[src/rtl/cpu_boot_ctrl.sv]
// rtl/cpu_boot_ctrl.sv - boot sequencer: load imem, run the CPU for a budget, dump a dmem window.
// Optional CPU_BOOT_CTRL_CYCLE_CNT_EN adds the cycles_run output.
module cpu_boot_ctrl #(
  parameter int IMEM_ADDR_W = 9,
  parameter int DMEM_ADDR_W = 10,
  parameter int DATA_W      = 32,
  parameter int CNT_W       = 32
) (
  input  logic                   clk,
  input  logic                   rst,
  input  logic                   start,
  input  logic [IMEM_ADDR_W:0]   prog_len,
  input  logic [CNT_W-1:0]       run_cycles,
  input  logic [31:0]            dump_base,
  input  logic [DMEM_ADDR_W:0]   dump_len,
  input  logic                   prog_valid,
  input  logic [DATA_W-1:0]      prog_data,
  output logic                   prog_ready,
  output logic [31:0]            imem_addr_ext,
  output logic                   imem_wen_ext,
  output logic                   imem_ren_ext,
  output logic [DATA_W-1:0]      imem_wdata_ext,
  output logic [31:0]            dmem_addr_ext,
  output logic                   dmem_wen_ext,
  output logic                   dmem_ren_ext,
  input  logic [DATA_W-1:0]      dmem_rdata_ext,
  output logic                   cpu_enable,
  output logic                   cpu_arst_n,
  input  logic                   halt,
  output logic                   dump_valid,
  output logic [DATA_W-1:0]      dump_data,
  input  logic                   dump_ready,
  output logic                   busy,
  output logic                   done,
`ifdef CPU_BOOT_CTRL_CYCLE_CNT_EN
  output logic [CNT_W-1:0]       cycles_run,
`endif
  output logic [2:0]             state
);

  typedef enum logic [2:0] {
    S_IDLE       = 3'd0,
    S_LOAD       = 3'd1,
    S_LOAD_FLUSH = 3'd2,
    S_RUN        = 3'd3,
    S_DUMP_RD    = 3'd4,
    S_DUMP_CAP   = 3'd5,
    S_DUMP_OUT   = 3'd6,
    S_DONE       = 3'd7
  } state_t;

  state_t                 st;
  logic [IMEM_ADDR_W:0]   idx;
  logic [CNT_W-1:0]       run_cnt;
  logic [DMEM_ADDR_W:0]   k;
  logic [IMEM_ADDR_W:0]   prog_len_q;
  logic [CNT_W-1:0]       run_cycles_q;
  logic [31:0]            dump_base_q;
  logic [DMEM_ADDR_W:0]   dump_len_q;

  assign state        = st;
  assign busy         = (st != S_IDLE) && (st != S_DONE);
  assign done         = (st == S_DONE);
  assign imem_ren_ext = 1'b0;
  assign dmem_wen_ext = 1'b0;

  always_ff @(posedge clk) begin
    if (rst) begin
      st             <= S_IDLE;
      idx            <= '0;
      run_cnt        <= '0;
      k              <= '0;
      prog_len_q     <= '0;
      run_cycles_q   <= '0;
      dump_base_q    <= '0;
      dump_len_q     <= '0;
      prog_ready     <= 1'b0;
      imem_wen_ext   <= 1'b0;
      imem_addr_ext  <= '0;
      imem_wdata_ext <= '0;
      dmem_ren_ext   <= 1'b0;
      dmem_addr_ext  <= '0;
      cpu_enable     <= 1'b0;
      cpu_arst_n     <= 1'b0;
      dump_valid     <= 1'b0;
      dump_data      <= '0;
`ifdef CPU_BOOT_CTRL_CYCLE_CNT_EN
      cycles_run     <= '0;
`endif
    end else begin
      imem_wen_ext <= 1'b0;
      dmem_ren_ext <= 1'b0;
      case (st)
        S_IDLE, S_DONE: begin
          cpu_arst_n <= 1'b1;
          if (start) begin
            prog_len_q   <= prog_len;
            run_cycles_q <= run_cycles;
            dump_base_q  <= dump_base;
            dump_len_q   <= dump_len;
            idx          <= '0;
            run_cnt      <= '0;
            k            <= '0;
            prog_ready   <= (prog_len != '0);
            cpu_arst_n   <= 1'b0;
            st           <= S_LOAD;
`ifdef CPU_BOOT_CTRL_CYCLE_CNT_EN
            cycles_run   <= '0;
`endif
          end
        end
        S_LOAD: begin
          if (prog_len_q == '0) begin
            prog_ready <= 1'b0;
            st         <= S_LOAD_FLUSH;
          end else if (prog_valid && prog_ready) begin
            imem_wen_ext   <= 1'b1;
            imem_addr_ext  <= 32'({idx, 2'b00});
            imem_wdata_ext <= prog_data;
            idx            <= idx + 1'b1;
            if ((idx + 1'b1) == prog_len_q) begin
              prog_ready <= 1'b0;
              st         <= S_LOAD_FLUSH;
            end
          end
        end
        S_LOAD_FLUSH: begin
          cpu_arst_n <= 1'b1;
          if (run_cycles_q != '0) begin
            cpu_enable <= 1'b1;
            st         <= S_RUN;
          end else if (dump_len_q != '0) begin
            dmem_ren_ext  <= 1'b1;
            dmem_addr_ext <= dump_base_q;
            st            <= S_DUMP_RD;
          end else begin
            st <= S_DONE;
          end
        end
        S_RUN: begin
          run_cnt <= run_cnt + 1'b1;
`ifdef CPU_BOOT_CTRL_CYCLE_CNT_EN
          cycles_run <= cycles_run + 1'b1;
`endif
          // the cycle that sees halt or exhausts the budget still ran enabled
          if (halt || ((run_cnt + 1'b1) == run_cycles_q)) begin
            cpu_enable <= 1'b0;
            if (dump_len_q != '0) begin
              dmem_ren_ext  <= 1'b1;
              dmem_addr_ext <= dump_base_q;
              st            <= S_DUMP_RD;
            end else begin
              st <= S_DONE;
            end
          end
        end
        S_DUMP_RD: begin
          st <= S_DUMP_CAP;
        end
        S_DUMP_CAP: begin
          dump_data  <= dmem_rdata_ext;
          dump_valid <= 1'b1;
          st         <= S_DUMP_OUT;
        end
        S_DUMP_OUT: begin
          if (dump_ready) begin
            dump_valid <= 1'b0;
            k          <= k + 1'b1;
            if ((k + 1'b1) == dump_len_q) begin
              st <= S_DONE;
            end else begin
              dmem_ren_ext  <= 1'b1;
              dmem_addr_ext <= dump_base_q + 32'({k + 1'b1, 2'b00});
              st            <= S_DUMP_RD;
            end
          end
        end
        default: st <= S_IDLE;
      endcase
    end
  end

endmodule

[config.mk]
export PLATFORM = sky130hd
export DESIGN_NAME = cpu_boot_ctrl
export DESIGN_NICKNAME = d
export VERILOG_FILES = /design/src/rtl/cpu_boot_ctrl.sv
export SDC_FILE = /design/constraint.sdc
export NUM_CORES = 1
export LEC_CHECK = 0
export ABC_AREA = 1
export CORE_MARGIN = 4
export CORE_UTILIZATION = 51
export DETAILED_ROUTE_END_ITERATION = 7
export DONT_BUFFER_PORTS = 1
export GPL_TIMING_DRIVEN = 0
export PLACE_DENSITY_LB_ADDON = 0.2
export SYNTH_ARGS = -nofsm -noshare
export SYNTH_HDL_FRONTEND = slang
export SYNTH_SLANG_ARGS = --single-unit
[constraint.sdc]
create_clock -name clk -period 2.56 [get_ports clk]
set_input_delay 0.768 -clock clk [delete_from_list [all_inputs] [get_ports clk]]
set_output_delay 0.768 -clock clk [all_outputs]
set_load 0.05 [all_outputs]
After elaboration in Yosys (flattened, before gate mapping)
Cells that the tools add are included.
{"block": "word_totals", "reg_bits": 253, "out_inout_bits": 141, "input_bits": 155}
{"block": "op_classes", "eq_ne": 21, "reduce_logical": 28, "n_addsub": 4, "n_bitwise": 2, "muxes": 44}
{"operator": "$mux 32", "n": 6}
{"operator": "$pmux 32 s3", "n": 1}
{"operator": "$pmux 32 s2", "n": 1}
{"operator": "$add 32x1->32 const B", "n": 1}
{"operator": "$add 32x13->32", "n": 1}
{"operator": "$eq 32x32->1", "n": 1}
{"operator": "$reduce_bool 32->1", "n": 1}
{"operator": "$mux 10", "n": 3}
{"operator": "$mux 11", "n": 2}
{"operator": "$pmux 11 s2", "n": 1}
{"operator": "$mux 3", "n": 7}
{"operator": "$pmux 3 s7", "n": 1}
{"operator": "$pmux 10 s2", "n": 1}
{"operator": "$ne 2x2->1 const B", "n": 8}
{"operator": "$mux 1", "n": 14}
{"operator": "$eq 3x3->1 const B", "n": 4}
{"operator": "$reduce_bool 2->1", "n": 6}
{"operator": "$add 11x1->11 const B", "n": 1}
{"operator": "$eq 11x11->1", "n": 1}
{"operator": "$reduce_bool 11->1", "n": 1}
{"operator": "$add 10x1->10 const B", "n": 1}
{"operator": "$eq 10x10->1", "n": 1}
{"operator": "$logic_not 10->1", "n": 1}
{"operator": "$reduce_and 5->1", "n": 2}
{"operator": "17 further kinds", "n": 32}

Longest topological paths before layout
Gate-level depths: netlist of the first run.
{"block": "logic_depth", "ltp_word": 6, "mapped_depth": 21, "depth_no_buf": 21}

Worst setup path after synthesis of the first run
OpenSTA, ideal clock, no wires.
{"block": "synth_path", "kind": "register to register", "from": "register st[2] (netlist: state[2])", "to": "register run_cycles_q[10]", "n_path_buf": 3, "arrival_ns": 3.148, "period_less_slack_ns": 3.277, "path_stages_with_launch": 13, "slack_ns": -0.717, "t_required_ns": 2.432, "cell_sequence": "dfxtp_1 > clkbuf_1 > nand2_1 > nor2_1 > inv_1 > nand2_1 > inv_1 > nor2_1 > inv_1 > clkbuf_1 > clkbuf_1 > o21ai_0 > a21oi_1"}
{"block": "synth_via", "elab_chain_cells": 3, "elab_cells_between_ends": 4, "cone_classes": "eq/ne: 1; reduce/logical: 3"}
{"item": "start, declared", "line_no": "52", "text": "state_t st;"}
{"item": "start signal, assigned", "line_no": "69", "text": "st <= S_IDLE;"}
{"item": "start signal, assigned", "line_no": "106", "text": "st <= S_LOAD;"}
{"item": "start signal, assigned", "line_no": "115", "text": "st <= S_LOAD_FLUSH;"}
{"item": "$eq 3x3->1"}
{"item": "via done", "line_no": "34", "text": "output logic done,"}
{"item": "$reduce_or 2->1", "line_no": "93", "text": "case (st)"}
{"item": "$reduce_and 2->1 (no source line)"}
{"item": "end signal, assigned", "line_no": "98", "text": "run_cycles_q <= run_cycles;"}
{"item": "end, declared", "line_no": "57", "text": "logic [CNT_W-1:0] run_cycles_q;"}
The timed path passes the listed nets, and every way through them passes these cells.
A chain may end at the register's enable or synchronous reset.

Worst setup path after layout of the first run
{"block": "layout_path", "from": "register k[0]", "to": "register dmem_addr_ext[29]"}
{"block": "layout_via", "elab_chain_cells": 5, "elab_cells_between_ends": 8, "cone_classes": "add/sub: 2; eq/ne: 2; mux: 3; reduce/logical: 1"}
{"item": "start, declared", "line_no": "55", "text": "logic [DMEM_ADDR_W:0] k;"}
{"item": "start signal, assigned", "line_no": "168", "text": "k <= k + 1'b1;"}
{"item": "$add 11x1->11 *", "line_no": "169, 173"}
{"item": "$add 32x13->32", "line_no": "173", "text": "dmem_addr_ext <= dump_base_q + 32'({k + 1'b1, 2'b00});"}
{"item": "$mux 32", "line_no": "169", "text": "if ((k + 1'b1) == dump_len_q) begin"}
{"item": "$mux 32", "line_no": "166", "text": "if (dump_ready) begin"}
{"item": "$pmux 32 s3", "line_no": "93"}
{"item": "end signal, assigned", "line_no": "134", "text": "dmem_addr_ext <= dump_base_q;"}
{"item": "end signal, assigned", "line_no": "150", "text": "dmem_addr_ext <= dump_base_q;"}
{"item": "end signal, assigned", "line_no": "173"}
{"item": "end, declared", "line_no": "23", "text": "output logic [31:0] dmem_addr_ext,"}
Mark *: on every way between the ends. The rest lies on a longest branch, timed or not. The select of a mux whose other input is x is not followed.

==> impl_results.md, run 1 <==
* Status: finished, violations left
* Violated checks: negative setup slack
* Antenna violations before repair at 1
* Metal2 WL at 20600 um
* Pre-CTS WS at -0.894 ns
* Slew HR at 0.427
* Worst path arrival time at 3.34 ns
* CP Launch Type: register
* Largest net degree at the start of global routing at 15
* Final WL at 43800 um
* Fin area at 16700 um2
* First-pass GRT wire length at 65600 um
* Overflow after GRT at 0
* Clock Tree Buf Depth at 3
* Flip-flop and latch count after synthesis at 253
* I/O pin total at 296
* Met1 Wirelength at 17600 um
* Die Ht at 166 um
* Num rows at 57
* Met3 routed WL at 3950 um
* Multi-input logic area at 7730 um2
* Tot GR Track Use at 0.287
* Clock skew at 0.0209 ns
* EDFF count, synth at 0
* Reg clk slew, reported paths at 0.06 ns
* Top cells by area, synth: dfxtp_1, nand2_1, nor2_1
* Crit path capture type: register
* Seq/Total Area, Yosys at 0.398
* Fin crit share at 1.13
* Min Hold Slack at 0.339 ns
* Syn. warnings at 0
* Clock period minus worst slack at 2.90 ns
* Layout cell share with drive strength beyond 1 at 0.230
* Die W at 166 um
* Post-synthesis cell type count at 42
* Cts bufs inserted at 29
* Final-report hold violation count at 0
* Slew @ Worst Pin at 0.859 ns
* Vias in the first global route at 12500
* Most frequent cells in the layout: nand2_1, nor2_1, dfxtp_1
* Initial Util at 0.520
* CP required at 3.00 ns
* Mapped Cells at 1921
* Worst hold-check path type: input port to register
* Pre-antenna DRT Iters at 7
* Pwr Total at 15.2 mW
* Hpwl dp at 30500 um
* Max_cap viols at 0
* Core area at 24500 um2
* Placement Cell Area at 13300 um2
* Leak at 6.94 nW
* Hold Buf Count CTS at 0
* CTS root buf: clkbuf_16
* Ys async rst share at 0
* Fill cell count at 2078
* Top-area cell type share of the netlist area at 0.398
* Antenna viol nets, final at 0
* Setup TNS at -6.53 ns
* RSZ-0062 raised after global routing: yes
* Synth Area per Inst at 6.62 um2
* Port Buffer Count at 0
* Fin. max-slew vios at 0
* Vias at 13500
* CTS tree: built
* Fmax at 0.345 GHz
* Final setup vio count at 48
* Final GP Congestion at 0.955
* Max VDD drop at 0.649 mV
* Flop2flop setup slack at -0.34 ns
* Worst setup slack after layout at -0.338 ns
* Most common cell after layout, fill and taps aside: nand2_1
* DR WL/cell at 18.1 um
* Synth Cell Area at 12700 um2
* Clk_lat worst skew at 0.56 ns
* DRT iter0 DRCs at 1054
* CTS sink count at 253
* Pwr dens at 907 nW/um2
* Uppermost layer routed: met4
* Area of the die at 27500 um2
* Critical path class: register to register
* DR vias/cell at 5.56
* Storage element area at 5130 um2
* DRC errors left at 0
* H-Tree Depth at 1
* Critical Path Fanout Max at 6
* Yosys top cell by area: dfxtp_1
* Final nets at 2246
* Most used DFF post-synth: dfxtp_1
* Layout area overhead at 31.4%
-- metal layers --
| metal | up-vias | track usage |
|---|---|---|
| met1 | 6218 | 0.359 |
| li1 | 6495 | - |
| met5 | - | 0 |
| met3 | 110 | 0.0695 |
| met2 | 652 | 0.481 |
| met4 | 0 | 0.109 |
-- logic make-up after synthesis --
logic type / synth area share
compound gates: 0.150
xor+xnor: 0.0310
fa+ha+maj: 0.0153
buf+inv: 0.0907
flops: 0.398
other cells: 0.000295
simple gates: 0.314
-- state kept, by name, summed over array words and instances (netlist names) --
register        count
dump_data          32
dump_valid          1
run_cnt            32
imem_addr_ext      10
cpu_enable          1
prog_len_q         10
dmem_addr_ext      32
dump_base_q        32
idx                10
k                  11
run_cycles_q       32
dmem_ren_ext        1
cpu_arst_n          1
prog_ready          1
dump_len_q         11
imem_wen_ext        1
imem_wdata_ext     32
state               3
-- timing repair --
item | in CTS | in global routing
resized for setup | 297 | 209
endpoints found under the hold margin | 0 | 0
cloned | 8 | 10
pin swaps | 89 | 93
endpoints found under the setup margin | 212 | 179
buffers inserted | 77 | 24
-- synth_stat cells, types with 5 or more instances --
cell type,count
nor4_1,15
ha_1,14
nand2_1,420
nor3_1,11
clkbuf_1,71
xor2_1,36
nand4_1,20
xnor2_1,9
buf_4,25
o21ai_0,196
buf_1,5
a21oi_1,166
inv_1,162
nor2_2,6
nand3b_1,11
or2_2,5
nand3_1,127
dfxtp_1,253
nor2_1,331
-- stage by stage --
step / util / cells
CTS: 0.646 / 2390
detailed placement: 0.544 / 2268
global placement: 0.544 / 2268
finish: 0.683 / 2422
floorplan: - / 1944
global route: 0.683 / 2422
-- layout make-up --
class	count	share of cell area
Clock buffer	39	0.0481
Sequential cell	253	0.307
Timing Repair Buffer	99	0.0604
Timing Repair inverter	1	0.000674
Inverter	164	0.0386
Antenna cell	1	0.000150
Buffer	109	0.0511
Clock inverter	13	0.00756
Multi-Input combinational cell	1419	0.462
Tap cell	324	0.0243
-- power breakdown --
part | internal, mW | leakage, nW | switching [mW]
Clock | 2.39 | 0.462 | 1.66
Sequential | 4.64 | 2.08 | 1.67
Combinational | 1.98 | 4.40 | 2.80
Total | 9.01 | 6.94 | 6.14
-- worst max-delay path: stages, from the launching register on --
cell	delay [ns]
dfxtp_4	0.36
ha_4	0.20
nand2_2	0.08
nand2_1	0.05
nand2_1	0.12
inv_2	0.07
ha_2	0.39
nand2_1	0.10
inv_1	0.08
nand4_1	0.14
o21ai_2	0.22
nand2_4	0.11
nor2_4	0.15
nand3_2	0.11
nor2_2	0.16
xor2_1	0.19
nand3_1	0.11
nand2_1	0.07
nor2_1	0.04
-- final timing paths --
| path | to | start | depth (start not counted) |
|---|---|---|---|
| max | dmem_addr_ext[29] | k[0] | 18 |
| min | dump_base_q[30] | dump_base[30] | 2 |
| max reg2reg | dmem_addr_ext[29] | k[0] | 18 |
| min reg2reg | dump_base_q[8] | dump_base_q[8] | 2 |
Power figures use the tool's default switching activity.
==> run 2, diff against run 1 <==
SLEW_MARGIN = 25   (was not set)
==> results of run 2 <==
No change in the layout: final DEF, timing and power equal those of run 1.
